File: config.mk
export PLATFORM = sky130hd
export DESIGN_NAME = heartbeat_detector
export DESIGN_NICKNAME = d
export VERILOG_FILES = /design/src/rtl/heartbeat_pkg.sv /design/src/rtl/hb_sync_debounce.sv /design/src/rtl/heartbeat_detector.sv
export SDC_FILE = /design/constraint.sdc
export NUM_CORES = 1
export LEC_CHECK = 0
export ABC_AREA = 1
export ABC_CLOCK_PERIOD_IN_PS = 3200
export BUFFER_PORTS_ARGS = -buffer_cell sky130_fd_sc_hd__buf_2
export CORE_AREA = 2 2 136 138
export CTS_CLUSTER_DIAMETER = 50
export DETAILED_ROUTE_END_ITERATION = 10
export DIE_AREA = 0 0 138 140
export PLACE_DENSITY_LB_ADDON = 0.15
export SETUP_SLACK_MARGIN = 0.5
export SLEW_MARGIN = 25
export SYNTH_ARGS = -nofsm -noshare
export SYNTH_HDL_FRONTEND = slang
export SYNTH_SLANG_ARGS = --single-unit
File: constraint.sdc
create_clock -name clk -period 3.2 [get_ports clk]
set_input_delay 0.48 -clock clk [delete_from_list [all_inputs] [get_ports clk]]
set_output_delay 0.48 -clock clk [all_outputs]
set_load 0.02 [all_outputs]
File: src/rtl/heartbeat_pkg.sv
// -----------------------------------------------------------------------------
// heartbeat_pkg
// Shared types and constants for the heartbeat detector front end.
//   hb_state_t       : beat-qualification FSM state encoding
//   HB_*_CYCLES_24M  : default timing constants for a 24 MHz clk
//   sat_inc8         : 8-bit increment that sticks at 255
// -----------------------------------------------------------------------------
package heartbeat_pkg;

    typedef enum logic [1:0] {
        HB_ARMED    = 2'd0,
        HB_REFRACT  = 2'd1,
        HB_WAIT_LOW = 2'd2
    } hb_state_t;

    // 200 us and 200 ms at 24 MHz
    localparam int unsigned HB_DEBOUNCE_CYCLES_24M   = 4_800;
    localparam int unsigned HB_REFRACTORY_CYCLES_24M = 4_800_000;

    function automatic logic [7:0] sat_inc8(input logic [7:0] v);
        return (v == 8'hFF) ? v : v + 8'd1;
    endfunction

endpackage

File: src/rtl/hb_sync_debounce.sv
// -----------------------------------------------------------------------------
// hb_sync_debounce
// Synchronises the raw sense input, debounces it and flags debounced rising
// edges.
//   clk       in   system clock
//   rst_n     in   asynchronous active-low reset
//   sense_in  in   raw asynchronous sense level
//   deb_level out  debounced level
//   deb_rise  out  one-cycle registered pulse after deb_level goes 0->1
// -----------------------------------------------------------------------------
module hb_sync_debounce
    import heartbeat_pkg::*;
#(
    parameter int unsigned SYNC_STAGES     = 2,
    parameter int unsigned DEBOUNCE_CYCLES = HB_DEBOUNCE_CYCLES_24M,
    parameter int unsigned CNT_W           = 32
) (
    input  logic clk,
    input  logic rst_n,
    input  logic sense_in,
    output logic deb_level,
    output logic deb_rise
);

    localparam logic [CNT_W-1:0] DEB_LAST = CNT_W'(DEBOUNCE_CYCLES - 1);
    localparam logic [CNT_W-1:0] CNT_ONE  = CNT_W'(1);

    logic [SYNC_STAGES-1:0] sync_q, sync_d;
    logic [CNT_W-1:0]       deb_cnt_q, deb_cnt_d;
    logic                   deb_level_q, deb_level_d;
    logic                   deb_prev_q, deb_prev_d;
    logic                   deb_rise_q, deb_rise_d;
    logic                   sync_out;

    assign sync_out = sync_q[SYNC_STAGES-1];

    always_comb begin
        sync_d      = {sync_q[SYNC_STAGES-2:0], sense_in};
        deb_cnt_d   = '0;
        deb_level_d = deb_level_q;
        // deb_cnt only runs while the synchronised input disagrees with the
        // accepted level; any agreement restarts the qualification.
        if (sync_out != deb_level_q) begin
            if (deb_cnt_q == DEB_LAST) begin
                deb_level_d = ~deb_level_q;
            end else begin
                deb_cnt_d = deb_cnt_q + CNT_ONE;
            end
        end
        deb_prev_d = deb_level_q;
        deb_rise_d = deb_level_q & ~deb_prev_q;
    end

    always_ff @(posedge clk or negedge rst_n) begin
        if (!rst_n) begin
            sync_q      <= '0;
            deb_cnt_q   <= '0;
            deb_level_q <= 1'b0;
            deb_prev_q  <= 1'b0;
            deb_rise_q  <= 1'b0;
        end else begin
            sync_q      <= sync_d;
            deb_cnt_q   <= deb_cnt_d;
            deb_level_q <= deb_level_d;
            deb_prev_q  <= deb_prev_d;
            deb_rise_q  <= deb_rise_d;
        end
    end

    assign deb_level = deb_level_q;
    assign deb_rise  = deb_rise_q;

endmodule

File: src/rtl/heartbeat_detector.sv
// -----------------------------------------------------------------------------
// heartbeat_detector
// Turns the noisy asynchronous cardiac sense input into a clean one-cycle
// beat pulse for the pacing timer, blanking a refractory window after each
// accepted beat.
//   clk             in   system clock (24 MHz)
//   rst_n           in   asynchronous active-low reset
//   sense_in        in   raw sense signal
//   beat_pulse      out  one-cycle pulse per accepted beat
//   refractory      out  high while the refractory window is running
//   beat_count      out  accepted beats, wraps
//   reject_count    out  debounced edges ignored in refractory, saturates
// Optional (macro HB_RATE_MEASURE_EN):
//   interval_cycles out  cycles between the two most recent beats, saturating
//   interval_valid  out  pulses with beat_pulse from the second beat onward
//
// state       | meaning
// ------------+-------------------------------------------------------------
// HB_ARMED    | waiting for a debounced rising edge to accept as a beat
// HB_REFRACT  | blanking window counting down; rising edges are rejected
// HB_WAIT_LOW | window over but level still high; wait for it to drop
// -----------------------------------------------------------------------------
module heartbeat_detector
    import heartbeat_pkg::*;
#(
    parameter int unsigned SYNC_STAGES       = 2,
    parameter int unsigned DEBOUNCE_CYCLES   = HB_DEBOUNCE_CYCLES_24M,
    parameter int unsigned REFRACTORY_CYCLES = HB_REFRACTORY_CYCLES_24M,
    parameter int unsigned CNT_W             = 32
) (
    input  logic             clk,
    input  logic             rst_n,
    input  logic             sense_in,
    output logic             beat_pulse,
    output logic             refractory,
    output logic [7:0]       beat_count,
    output logic [7:0]       reject_count
`ifdef HB_RATE_MEASURE_EN
    ,
    output logic [CNT_W-1:0] interval_cycles,
    output logic             interval_valid
`endif
);

    localparam logic [CNT_W-1:0] REF_LAST = CNT_W'(REFRACTORY_CYCLES - 1);
    localparam logic [CNT_W-1:0] CNT_ONE  = CNT_W'(1);

    logic deb_level;
    logic deb_rise;

    hb_sync_debounce #(
        .SYNC_STAGES     (SYNC_STAGES),
        .DEBOUNCE_CYCLES (DEBOUNCE_CYCLES),
        .CNT_W           (CNT_W)
    ) u_sync_debounce (
        .clk       (clk),
        .rst_n     (rst_n),
        .sense_in  (sense_in),
        .deb_level (deb_level),
        .deb_rise  (deb_rise)
    );

    hb_state_t        state_q, state_d;
    logic [CNT_W-1:0] ref_cnt_q, ref_cnt_d;
    logic             beat_pulse_q, beat_pulse_d;
    logic             refractory_q, refractory_d;
    logic [7:0]       beat_cnt_q, beat_cnt_d;
    logic [7:0]       rej_cnt_q, rej_cnt_d;

    always_comb begin
        state_d      = state_q;
        ref_cnt_d    = ref_cnt_q;
        beat_pulse_d = 1'b0;
        beat_cnt_d   = beat_cnt_q;
        rej_cnt_d    = rej_cnt_q;
        case (state_q)
            HB_ARMED: begin
                if (deb_rise) begin
                    beat_pulse_d = 1'b1;
                    beat_cnt_d   = beat_cnt_q + 8'd1;
                    ref_cnt_d    = REF_LAST;
                    state_d      = HB_REFRACT;
                end
            end
            HB_REFRACT: begin
                // An edge landing on the terminal count is still blanked.
                if (deb_rise) begin
                    rej_cnt_d = sat_inc8(rej_cnt_q);
                end
                if (ref_cnt_q == '0) begin
                    state_d = deb_level ? HB_WAIT_LOW : HB_ARMED;
                end else begin
                    ref_cnt_d = ref_cnt_q - CNT_ONE;
                end
            end
            HB_WAIT_LOW: begin
                if (!deb_level) begin
                    state_d = HB_ARMED;
                end
            end
            default: begin
                state_d = HB_ARMED;
            end
        endcase
        // Registered from the current state, so it trails the beat pulse by
        // one cycle and covers exactly REFRACTORY_CYCLES cycles.
        refractory_d = (state_q == HB_REFRACT);
    end

    always_ff @(posedge clk or negedge rst_n) begin
        if (!rst_n) begin
            state_q      <= HB_ARMED;
            ref_cnt_q    <= '0;
            beat_pulse_q <= 1'b0;
            refractory_q <= 1'b0;
            beat_cnt_q   <= '0;
            rej_cnt_q    <= '0;
        end else begin
            state_q      <= state_d;
            ref_cnt_q    <= ref_cnt_d;
            beat_pulse_q <= beat_pulse_d;
            refractory_q <= refractory_d;
            beat_cnt_q   <= beat_cnt_d;
            rej_cnt_q    <= rej_cnt_d;
        end
    end

    assign beat_pulse   = beat_pulse_q;
    assign refractory   = refractory_q;
    assign beat_count   = beat_cnt_q;
    assign reject_count = rej_cnt_q;

`ifdef HB_RATE_MEASURE_EN
    logic [CNT_W-1:0] int_cnt_q, int_cnt_d;
    logic [CNT_W-1:0] interval_q, interval_d;
    logic             int_valid_q, int_valid_d;
    logic             seen_beat_q, seen_beat_d;

    always_comb begin
        int_cnt_d   = (&int_cnt_q) ? int_cnt_q : int_cnt_q + CNT_ONE;
        interval_d  = interval_q;
        int_valid_d = 1'b0;
        seen_beat_d = seen_beat_q;
        if (beat_pulse_d) begin
            // The cycle of the accepted beat counts as 1 of the new interval.
            int_cnt_d   = CNT_ONE;
            seen_beat_d = 1'b1;
            int_valid_d = seen_beat_q;
            if (seen_beat_q) begin
                interval_d = int_cnt_q;
            end
        end
    end

    always_ff @(posedge clk or negedge rst_n) begin
        if (!rst_n) begin
            int_cnt_q   <= '0;
            interval_q  <= '0;
            int_valid_q <= 1'b0;
            seen_beat_q <= 1'b0;
        end else begin
            int_cnt_q   <= int_cnt_d;
            interval_q  <= interval_d;
            int_valid_q <= int_valid_d;
            seen_beat_q <= seen_beat_d;
        end
    end

    assign interval_cycles = interval_q;
    assign interval_valid  = int_valid_q;
`endif

endmodule

# Word-level counts from Yosys, hierarchy flattened
# Index checks and enable logic that the tools add are counted.
[word_totals]
ff_bits = 89
inputBits = 3
output_inout_bits = 18
elab_cells = 48
[op_classes]
addsub = 4
eq_ne = 9
n_mux = 12
n_bitwise = 4
reduce_logical = 8
[op_table]
columns = ["operator", "n"]
rows = [
  ["2-to-1 mux 32 bit", 4],
  ["one-hot mux 32 bit (2 select lines)", 1],
  ["adder 32 x 1 -> 32 bit (second input constant)", 1],
  ["equality test 32 x 13 -> 1 bit (second input constant)", 1],
  ["logical NOT 32 bit", 1],
  ["subtractor 32 x 1 -> 32 bit (second input constant)", 1],
  ["adder 8 x 1 -> 8 bit (second input constant)", 2],
  ["AND reduction 3 bit", 3],
  ["equality test 8 bit (second input constant)", 1],
  ["2-to-1 mux 2 bit", 4],
  ["one-hot mux 2 bit (3 select lines)", 1],
  ["inequality test 2 x 1 -> 1 bit (second input constant)", 2],
  ["inequality test 2 bit (second input constant)", 2],
  ["AND reduction 2 bit", 2],
  ["NOT 1 bit", 3],
  ["equality test 2 x 1 -> 1 bit (second input constant)", 1],
  ["equality test 2 bit (second input constant)", 1],
  ["logical NOT 2 bit", 1],
  ["2-to-1 mux 1 bit", 2],
  ["nonzero test 2 bit", 1],
  ["AND 1 bit", 1],
  ["inequality test 1 bit", 1],
]

# Depth between registers and ports, before layout
[depth]
word_depth = 3
depth_mapped = 12
mapped_depth_nobuf = 11

# Hierarchy
# A second synthesis with hierarchy kept.
[hier_totals]
hier_cells = 741
hier_area_um2 = 5316.3
[by_module_without_submodules]
columns = ["module", "instances", "cells_per_inst", "area_per_inst_um2", "seq_area_each_um2"]
rows = [
  ["heartbeat_detector", 1, 431, 3128.0, 1301.2],
  ["hb_sync_debounce", 1, 310, 2188.3, 925.9],
]

# Least setup slack after synthesis
# OpenSTA, ideal clock, no wires.
[synth_path]
path_type = "flip-flop to flip-flop"
startpoint = "reg ref_cnt_q[0]"
endpoint = "reg ref_cnt_q[28]"
setup_time_ps = 119
arrival_ps = 1567
t_required_ps = 3081
path_slack_ps = 1514
path_stages_with_launch = 11
path_buffers = 1
synth_period_minus_slack_ps = 1686
cell_sequence = "dfrtp_1 > inv_1 > ha_1 > nand2_2 > nor2_8 > nand2_2 > nor2_4 > nor2_4 > buf_2 > a21oi_1 > nor2_1"
[synth_between]
elab_chain_cells = 3
word_cells_on_any_way = 6
classes_between = "add/sub (1); eq/ne (1); mux (2); reduce/logical (2)"
[synth_rtl]
columns = ["item", "line", "text"]
rows = [
  ["start, declared", "heartbeat_detector.sv:64", "logic [CNT_W-1:0] ref_cnt_q, ref_cnt_d;"],
  ["start signal, assigned", "heartbeat_detector.sv:120", "ref_cnt_q <= ref_cnt_d;"],
  ["subtractor 32 x 1 -> 32 bit / logical NOT 32 bit (equally long branches)", "heartbeat_detector.sv:93, heartbeat_detector.sv:90", ""],
  ["2-to-1 mux 32 bit / inequality test 2 bit (equally long branches)", "n/a", ""],
  ["one-hot mux 32 bit (2 select lines) / AND reduction 3 bit (equally long branches)", "n/a", ""],
]
# Parallel ways exist; a longest one is shown, timed or not. The select of a mux whose other input is x is not followed.
# A chain may end at the register's enable or synchronous reset.

# Final worst setup path
[layout_path]
startpoint = "reg ref_cnt_q[0]"
endpoint = "reg ref_cnt_q[23]"
# Same word-level chain as after synthesis.

==> impl_metrics.csv <==
group,metric,value,unit
outcome,outcome,"complete, no violations",
synthesis,netlist_instances,736,
final_layout,postLayoutCellArea,5940,um2
sta,period_needed,2.14,ns
synthesis,yosysSeqAreaShare,42.2,%
critical_path,crit_fanout,32,
die,die_h,140,um
detailed_routing,first_pass_iters,4,
synthesis,synth.most_common_cell,"nand2_1",
power_and_ir_drop,powerDensity,377,nW/um2
sta,max_freq,0.468,GHz
critical_path,max_stage_delay,0.45,ns
synthesis,synth_area_leaders,"dfrtp_1, nand2_1, nor2_1",
clocking,clk_pin_slew,0.07,ns
global_route,grt_antenna_before_repair,0,
final_layout,final_layout_size_suffix_gt1_share,8.77,%
detailed_routing,drc,0,
critical_path,r2r-start,"ref_cnt_q[0]$_DFFE_PN0P_",
sta,hold_viol_final,0,
synthesis,synth_top_area_cell,"dfrtp_1",
placement,numPortBuffers,20,
sta,finalSetupViolCount,0,
global_route,grt_pass1_wl,23.1,mm
sta,finalClockSkew,0.00795,ns
clocking,cts_sinks,89,
synthesis,synth_cell_types,30,
die,start_util,29.7,%
synthesis,yosys.area.top_type_share,42.2,%
clocking,cts_resized,0,
clocking,cts_root_buffer,"clkbuf_16",
critical_path,crit_path_top_delay_cell,"nor2_8",
clocking,post_cts_buffers,0,
clocking,cts_buffer_depth,2,
critical_path,ff2ff_path_depth,10,
die,die_w,138,um
synthesis,synth_common_cells,"nand2_1, nor2_1, dfrtp_1",
critical_path,r2r_end,"ref_cnt_q[23]$_DFFE_PN0P_",
final_layout,syn2layout_area_growth,12.4,%
detailed_routing,drt_iter0_drc,185,
die,dieArea,19300,um2
clocking,cts_tree,"built",
final_layout,diodes,0,
hold_path,hold_class,"input pin to asynchronous set/reset pin",
clocking,cts_buffers,9,
final_layout,final_nets,766,
clocking,clock_latency,0.35,ns
detailed_routing,wl_per_cell,13.4,um
sta,slew_headroom,64.7,%
global_route,grt_overflow,0,
critical_path,crit_family,"simple AND/OR/NAND/NOR gates",
detailed_routing,drt_wl_total,13.3,mm
critical_path,path_buf_inv,1,
synthesis,syn_area,5280,um2
critical_path,arrival,2.42,ns
placement,dp_hpwl,9.75,mm
die,io_pins,21,
sta,min_period_over_period,66.8,%
global_route,grt_pass1_vias,4654,
global_route,track_usage,14.5,%
critical_path,reg2reg_setup_slack,1.06,ns
clocking,h-tree-depth,3,
synthesis,synth_nets,743,
sta,tightest_slew,0.528,ns
critical_path,crit_chain,"inv_1, ha_1, nand2_2, nor2_8, nand2_2, nor2_4, nor2_4, nor2_8, nand2_1, o21ai_2",
placement,routabilityCongestion,0.877,
synthesis,ys_warn_count,0,
critical_path,cp.required,3.48,ns
detailed_routing,ant_nets,0,
critical_path,cp-start-kind,"flip-flop",
critical_path,path_class,"flip-flop to flip-flop",
die,fp-row-count,49,
synthesis,async_flop_share,100,%
synthesis,syn_area_per_cell,7.18,um2
critical_path,endpoint_kind,"flip-flop",
die,coreArea,17800,um2
synthesis,synth_edf_count,0,
clocking,cts_hold_buf,0,
sta,finalSetupTns,0,ns
sta,drv_slew,0,
power_and_ir_drop,peakVddDrop,0.243,mV
global_route,grt_max_degree,90,
synthesis,synth_seq_cells,89,
power_and_ir_drop,power.leakage,2.89,nW
critical_path,cp.depth,10,
detailed_routing,vias,4584,
detailed_routing,via_per_inst,4.62,
synthesis,synth_ff_type,"dfrtp_1",
flow_run,max_cap_violations,0,
sta,rsz0062_at_grt,"no",
placement,postPlaceCellArea,5640,um2
cell families (layout without fill, tap and decap cells):
group                    count (synthesis)  after routing  share of synthesized area [%]
adder cells (fa/ha/maj)                  4              4                          0.947
XOR/XNOR                                42             42                           6.96
flip-flops                              89             89                           42.2
AO/OA/AOI/OAI                           35             35                           4.00
buffers and inverters                   99            127                           7.63
AND/OR/NAND/NOR                        467            467                           38.3
worst max-delay path by stage:
stage                             startpoint                         to  slack (ns)
finish              ref_cnt_q[0]$_DFFE_PN0P_  ref_cnt_q[23]$_DFFE_PN0P_        1.06
detailed placement  ref_cnt_q[0]$_DFFE_PN0P_  ref_cnt_q[23]$_DFFE_PN0P_        1.04
floorplan           ref_cnt_q[0]$_DFFE_PN0P_  ref_cnt_q[28]$_DFFE_PN0P_        1.51
global placement    ref_cnt_q[0]$_DFFE_PN0P_   ref_cnt_q[0]$_DFFE_PN0P_        1.11
global route        ref_cnt_q[0]$_DFFE_PN0P_  ref_cnt_q[23]$_DFFE_PN0P_        0.84
CTS                 ref_cnt_q[0]$_DFFE_PN0P_  ref_cnt_q[23]$_DFFE_PN0P_        1.02
state kept, by name, indices dropped and copies added (netlist names):
register / flops
beat_count: 8
beat_pulse: 1
ref_cnt_q: 32
refractory: 1
reject_count: 8
state_q: 2
u_sync_debounce.deb_cnt_q: 32
u_sync_debounce.deb_level: 1
u_sync_debounce.deb_prev_q: 1
u_sync_debounce.deb_rise: 1
u_sync_debounce.sync_q: 2
power breakdown:
group / internal, mW / leakage [nW] / switching, mW / total (mW)
clock: 0.608 / 0.139 / 0.458 / 1.07
combinational: 0.00851 / 1.51 / 0.0341 / 0.0426
sequential: 1.13 / 1.24 / 0.00287 / 1.13
cell usage in the layout, fill, tap and decap left out, types with 3 or more instances in the layout:
cell type	n
nand2_1	211
nor2_1	136
dfrtp_1	89
inv_1	86
nand3_1	55
xor2_1	28
nor3_1	21
buf_2	19
o21ai_0	18
nand4_1	16
xnor2_1	13
o21ai_2	9
clkbuf_16	9
nand3b_1	6
a21oi_1	5
nand2_2	5
ha_1	4
nor4_1	3
nor2_2	3
nor2_4	3
buf_4	3
metal layers:
layer,track usage (%),share of wire [%]
met5,0,0
met4,4.40,2.0
met3,3.35,2.8
met2,25.6,49
met1,17.7,46
layout make-up:
type / instances / area (um2)
Timing Repair Buffer: 23 / 138
Tap cell: 229 / 287
Inverter: 88 / 330
Fill cell: 1964 / 11800
Clock buffer: 10 / 229
Sequential cell: 89 / 2230
Multi-Input combinational cell: 548 / 2660
Clock inverter: 6 / 67.6
through the flow:
stage	util (%)	hold WS [ns]	total power, mW	std cells	setup slack [ns]
after floorplan	-	0.184	1.16	736	1.51
after global placement	31.7	0.352	1.20	977	1.11
after detailed placement	31.7	0.346	1.20	977	1.04
after CTS	33.4	0.193	2.28	993	1.02
after global routing	33.4	0.188	2.34	993	0.839
final	33.4	0.153	2.24	993	1.06
Power figures use the tool's default switching activity.
